**src/rtl/dpu.sv**
```systemverilog
// Display processing unit: saturates a binary value to 9999, converts it to BCD
// and drives one selected digit as a registered active-low 7-segment pattern.
module dpu (
    input  logic        clk,
    input  logic        rst,
    input  logic [15:0] din,
    input  logic [1:0]  dsel,
    output logic [7:0]  seg,
    output logic [7:0]  dout
);

    logic [13:0] w_sat;
    logic [15:0] w_bcd;
    logic [29:0] w_dd;
    logic [3:0]  w_digit;
    logic [7:0]  w_seg;
    logic [15:0] r_bcd;

    assign w_sat = (din > 16'd9999) ? 14'd9999 : din[13:0];

    // Double dabble: 14 shift steps, correcting each BCD nibble before every shift.
    always_comb begin
        w_dd = {16'd0, w_sat};
        for (int i = 0; i < 14; i++) begin
            for (int d = 0; d < 4; d++) begin
                if (w_dd[14 + 4*d +: 4] >= 4'd5) begin
                    w_dd[14 + 4*d +: 4] = w_dd[14 + 4*d +: 4] + 4'd3;
                end
            end
            w_dd = w_dd << 1;
        end
        w_bcd = w_dd[29:14];
    end

    always_comb begin
        w_digit = 4'd0;
        case (dsel)
            2'd0:    w_digit = r_bcd[3:0];
            2'd1:    w_digit = r_bcd[7:4];
            2'd2:    w_digit = r_bcd[11:8];
            default: w_digit = r_bcd[15:12];
        endcase
    end

    // Active-low segments {dp,g,f,e,d,c,b,a}; dp is held off.
    always_comb begin
        w_seg = 8'hFF;
        case (w_digit)
            4'd0:    w_seg = 8'hC0;
            4'd1:    w_seg = 8'hF9;
            4'd2:    w_seg = 8'hA4;
            4'd3:    w_seg = 8'hB0;
            4'd4:    w_seg = 8'h99;
            4'd5:    w_seg = 8'h92;
            4'd6:    w_seg = 8'h82;
            4'd7:    w_seg = 8'hF8;
            4'd8:    w_seg = 8'h80;
            4'd9:    w_seg = 8'h90;
            default: w_seg = 8'hFF;
        endcase
    end

    always_ff @(posedge clk or posedge rst) begin
        if (rst) begin
            r_bcd <= 16'd0;
            dout  <= 8'h00;
            seg   <= 8'hFF;
        end else begin
            r_bcd <= w_bcd;
            dout  <= {4'd0, w_digit};
            seg   <= w_seg;
        end
    end

endmodule

```
**config.mk**
```make
export PLATFORM = sky130hd
export DESIGN_NAME = dpu
export DESIGN_NICKNAME = d
export VERILOG_FILES = /design/src/rtl/dpu.sv
export SDC_FILE = /design/constraint.sdc
export NUM_CORES = 1
export LEC_CHECK = 0
export ABC_AREA = 1
export CELL_PAD_IN_SITES_DETAIL_PLACEMENT = 1
export CELL_PAD_IN_SITES_GLOBAL_PLACEMENT = 2
export CORE_ASPECT_RATIO = 0.5
export CORE_MARGIN = 3
export CORE_UTILIZATION = 33
export DETAILED_ROUTE_END_ITERATION = 7
export GPL_ROUTABILITY_DRIVEN = 0
export PLACE_DENSITY = 0.94
export SLEW_MARGIN = 0
export SYNTH_ARGS = -nofsm -noshare
export SYNTH_HDL_FRONTEND = slang
export SYNTH_SLANG_ARGS = --single-unit
```
**constraint.sdc**
```tcl
create_clock -name clk -period 2 [get_ports clk]
set_input_delay 0.3 -clock clk [delete_from_list [all_inputs] [get_ports clk]]
set_output_delay 0.3 -clock clk [all_outputs]
set_load 0.01 [all_outputs]
```
# == After elaboration in Yosys (flattened, before gate mapping) ==
# Memories as Yosys holds them, arrays and structs flattened. A register that Yosys moved wholly into a read port is not among the register bits.
# Cells that the tools add are included.
# classes
add_sub_neg,46
eq_ne,2
muxes,48
magnitude_cmp,47
n_reduce_logical,1
# ops
operator,count
$ge 4x3->1 const B,42
$mux 4,34
$add 4x2->4 const B,33
$mux 3,12
$add 3x2->3 const B,9
$gt 16x14->1 const B,1
$mux 14,1
$pmux 4 s3,1
$add 1x2->3 const AB,2
$add 1x2->3 const B,2
$ge 1x3->1 const AB,2
$ge 1x3->1 const B,2
$eq 2x1->1 const B,1
$eq 2x2->1 const B,1
$logic_not 2->1,1
# word_totals
register_bits,28
elab_cells,148
output_inout_bits,16
input_bits,20
memories,1
romBits,112
# memory_table
name,depth,width,rd,rd_clocked_by_memory_dff,write_ports,line,source
(no name shown),16,7,1,1,0,48,case (w_digit)

# == Logic depth before layout (Yosys ltp) ==
# logic_depth
word_depth,28
ltp_mapped,76
depth_no_buf,76

# == Least setup slack after synthesis ==
# OpenSTA, ideal clock, no wires.
# synth_path
path_kind,input to register
startpoint,input port din[14]
endpoint,register r_bcd[14]
required_ns,1.923
slack_ns,-5.927
n_path_buf,0
path_stages,69
arrival_time_ns,7.849
cell_sequence,inv_1 > nand2_1 > nor2_1 > nand3_2 > nand2_4 > nor2_2 > inv_2 > ha_1 > inv_1 > ha_1 > or2_2 > nand2_1 > nand2_1 > nand2_2 > ha_1 > inv_1 > or2_2 > nand3_2 > [... 33 more ...] > nand2_4 > nand2_1 > nand2_2 > inv_1 > ha_1 > nand3_1 > nand3_2 > nand2_1 > nand2_1 > nand2_1 > nand2_1 > xnor2_2 > inv_1 > ha_1 > or2_2 > a21oi_1 > nor2_1 > a21oi_1
# synth_between
elab_chain_len,28
elab_cells_between_ends,113
# synth_rtl
element,line,source
from (decl),6,"input logic [15:0] din,"
$gt 16x14->1 *,19,assign w_sat = (din > 16'd9999) ? 14'd9999 : din[13:0];
$mux 14 *,19,
$ge 1x3->1 or $add 1x2->3 (tied branches),"26, 27",
$mux 4,26,if (w_dd[14 + 4*d +: 4] >= 4'd5) begin
$add 4x2->4 or $ge 4x3->1 (tied branches),"27, 26",
$mux 4,26,
$add 4x2->4 or $ge 4x3->1 (tied branches),"27, 26",
$mux 4,26,
[... 13 more ...],--,
$mux 4 or $mux 3 (tied branches),26,
"$add 4x2->4, or another cell as far along",27,w_dd[14 + 4*d +: 4] = w_dd[14 + 4*d +: 4] + 4'd3;
$mux 4 or $mux 3 (tied branches),26,
"$add 4x2->4, or another cell as far along",27,
$mux 4 or $mux 3 (tied branches),26,
$ge 4x3->1 or $add 3x2->3 (tied branches),"26, 27",
$mux 3 *,26,
net w_bcd[14],13,logic [15:0] w_bcd;
to (signal assigned),69,r_bcd <= w_bcd;
to (decl),17,logic [15:0] r_bcd;
# The timed path passes the listed nets; every way through them passes the cells marked *.

# == Worst setup path after layout ==
# Same ends and word-level chain as after synthesis.

==> results.txt <==
IO Pins: 36
total routed wirelength: 24.3 mm
gr ovfl total: 0
CP required: 2.19 ns
Final period util: 394%
Final Critical Period: 7.88 ns
max-slew violations: 0
CTS Buf Count: 3
synthesized flop and latch total: 27
Clk Latency, worst-skew pair: 0.27 ns
Starting Density: 34.8%
first-pass GRT wire length: 26.8 mm
CTS root buffer: clkbuf_16
Crit. Startpoint: din[14]
register area share after synthesis: 17.4%
vias in the first global route: 5811
Synth cell types: 34
post-route core utilization: 66.3%
share of layout cells above drive strength 1: 61.2%
mapped cell area: 3930 um2
first-pass iteration count of the detailed router: 5
CP Class: input pin to flop
Rows: 27
antenna violations before repair: 0
slew of the pin with the lowest slew margin: 0.664 ns
clock-pin slew of the registers on the worst-case setup and hold paths: 0.07 ns
DRT iter0 DRCs: 279
Avg Cell Area, Syn: 6.47 um2
Critical Path Fanout Max: 4
# diodes: 0
design area: 7500 um2
post-route setup TNS: -87.00 ns
Die X: 160 um
via count: 5734
Worst R2R Start: r_bcd[6]
Critical Path End Type: flop
TritonCTS clock tree: built
Area growth, synth to finish: 90.7%
Rel. slew slack: 55.2%
Max Root-Sink Buffers: 2
Worst Hold Class: input pin to asynchronous set/reset pin
Final setup viols: 21
Max Cap Viol: 0
Sink Count: 27
PnR worst setup slack: -5.88 ns
# fillers: 1384
status: complete, but fails checks
Worst EP arrival: 8.07 ns
CP dominant cell by count: nand2_4
largest net degree at the start of global routing: 28
CP peak stage delay: 0.27 ns
Detailed Place HPWL: 10.2 mm
Cells after Synth: 608
IO buf count: 30
Core ar.: 11300 um2
non-filler cells, final: 1036
GRT Util Overall: 23.8%
CTS HTree Levels: 1
startpoint types: input pin
nets: 933
die area: 13300 um2
RSZ-0062 raised after global routing: yes
Die H: 83.2 um
vias per inst: 5.53
failing checks: negative setup slack
final hold viol count: 0
Routed Antenna Nets: 0
Setup Skew: 0.00305 ns
Synth Warn #: 0
placed cells: 959
drt wl/cell: 23.4 um
dpl cell area: 6000 um2
slowest cell on the critical path: or2_4
FMAX: 127 MHz
DRC viols: 0
## state kept, by name, indices dropped and copies added, names as in the netlist
name	flops
dout	4
r_bcd	16
seg	7
## kinds of logic (layout without fill, tap and decap cells)
| group | after synthesis | after routing | synth area share [%] |
|---|---|---|---|
| adder cells (fa/ha/maj) | 35 | 35 | 11.1 |
| other | 2 | 8 | 0.191 |
| XOR/XNOR | 11 | 11 | 2.64 |
| flip-flops | 27 | 27 | 17.4 |
| AND/OR/NAND/NOR | 387 | 387 | 51.5 |
| buffers and inverters | 105 | 368 | 10.5 |
| AO/OA/AOI/OAI | 41 | 41 | 6.65 |
## layout make-up
| type | instances | area (um2) | area share [%] |
|---|---|---|---|
| clock buffer | 3 | 75.1 | 1.00 |
| clock inverter | 1 | 5.00 | 0.0667 |
| inverter | 99 | 430 | 5.74 |
| multi-input combinational | 482 | 4040 | 53.8 |
| sequential | 27 | 684 | 9.12 |
| tap | 159 | 199 | 2.65 |
| timing repair buffer | 265 | 2070 | 27.6 |
## Yosys cell counts (all sizes together)
library cell,count,area share [%]
nand2,242,28
inv,98,9.4
nand3,92,15
ha,35,11
o21ai,29,4.2
nor2,21,2.1
dfrtp,20,13
nand4,20,3.3
dfstp,7,4.7
xor2,7,1.6
a21oi,6,1.0
or2,6,0.95
buf,5,0.95
nand3b,5,0.95
xnor2,4,1.1
a21o,2,0.38
a31o,2,0.45
conb,2,0.19
a21boi,1,0.29
and2,1,0.16
clkbuf,1,0.095
clkinv,1,0.095
o211ai,1,0.32
## timing repair
| action | 4_1_cts | 5_1_grt |
|---|---|---|
| setup buffers | 41 | 33 |
| pin swaps | 72 | 95 |
| resized for setup | 90 | 160 |
| gates cloned | 0 | 0 |
| endpoints found under the setup margin | 17 | 22 |
| hold buffers | 0 | 0 |
## per-layer routing
layer	GRT usage, %	vias to the layer above	wire [um]
met5	0	-	0
met4	10.9	0	1450
met3	2.49	135	1270
met2	51.8	304	12600
met1	21.4	2821	8970
li1	-	2474	-
## worst max-delay path: cells and delay by family
kind                       cells  cell delay, ns
xor gates and xnor gates       1            0.14
buffers and inverters         18            1.67
adders and majority gates      8            1.27
AOI/OAI and AO/OA              2            0.30
and+or+nand+nor               42            4.36
## final timing paths
| check | to | slack (ns) | depth (start not counted) |
|---|---|---|---|
| worst max-delay path | r_bcd[14] | -5.88 | 71 |
| worst min-delay path | dout[3] | 0.41 | 3 |
| worst max register to register | seg[6] | 0.32 | 7 |
| worst min register to register | dout[3] | 0.68 | 1 |
| max in group asynchronous | seg[4] | 1.29 | 3 |
| min in group clk | r_bcd[0] | 0.63 | 2 |
## layout by cell type, fill, tap and decap left out, types with 14 or more instances in the layout
| cell | netlist | routed |
|---|---|---|
| buf_4 | 5 | 226 |
| clkdlybuf4s50_1 | 0 | 17 |
| dfrtp_1 | 20 | 20 |
| ha_4 | 0 | 18 |
| inv_1 | 85 | 58 |
| inv_2 | 13 | 25 |
| inv_4 | 0 | 14 |
| nand2_1 | 181 | 109 |
| nand2_2 | 49 | 64 |
| nand2_4 | 12 | 68 |
| nand3_1 | 67 | 42 |
| nand3_2 | 22 | 21 |
| nand3_4 | 3 | 29 |
| nand4_1 | 19 | 19 |
| o21ai_0 | 19 | 16 |
## per-stage QoR
stage,hold WS [ns],setup slack (ns)
final,0.406,-5.88
after global routing,0.451,-6.13
after CTS,0.440,-5.21
after detailed placement,0.553,-6.16
after global placement,0.552,-5.64
after floorplan,0.348,-5.21
Power is not shown: default switching activity piles up to over one toggle a cycle in this logic, so the estimate is an artifact.
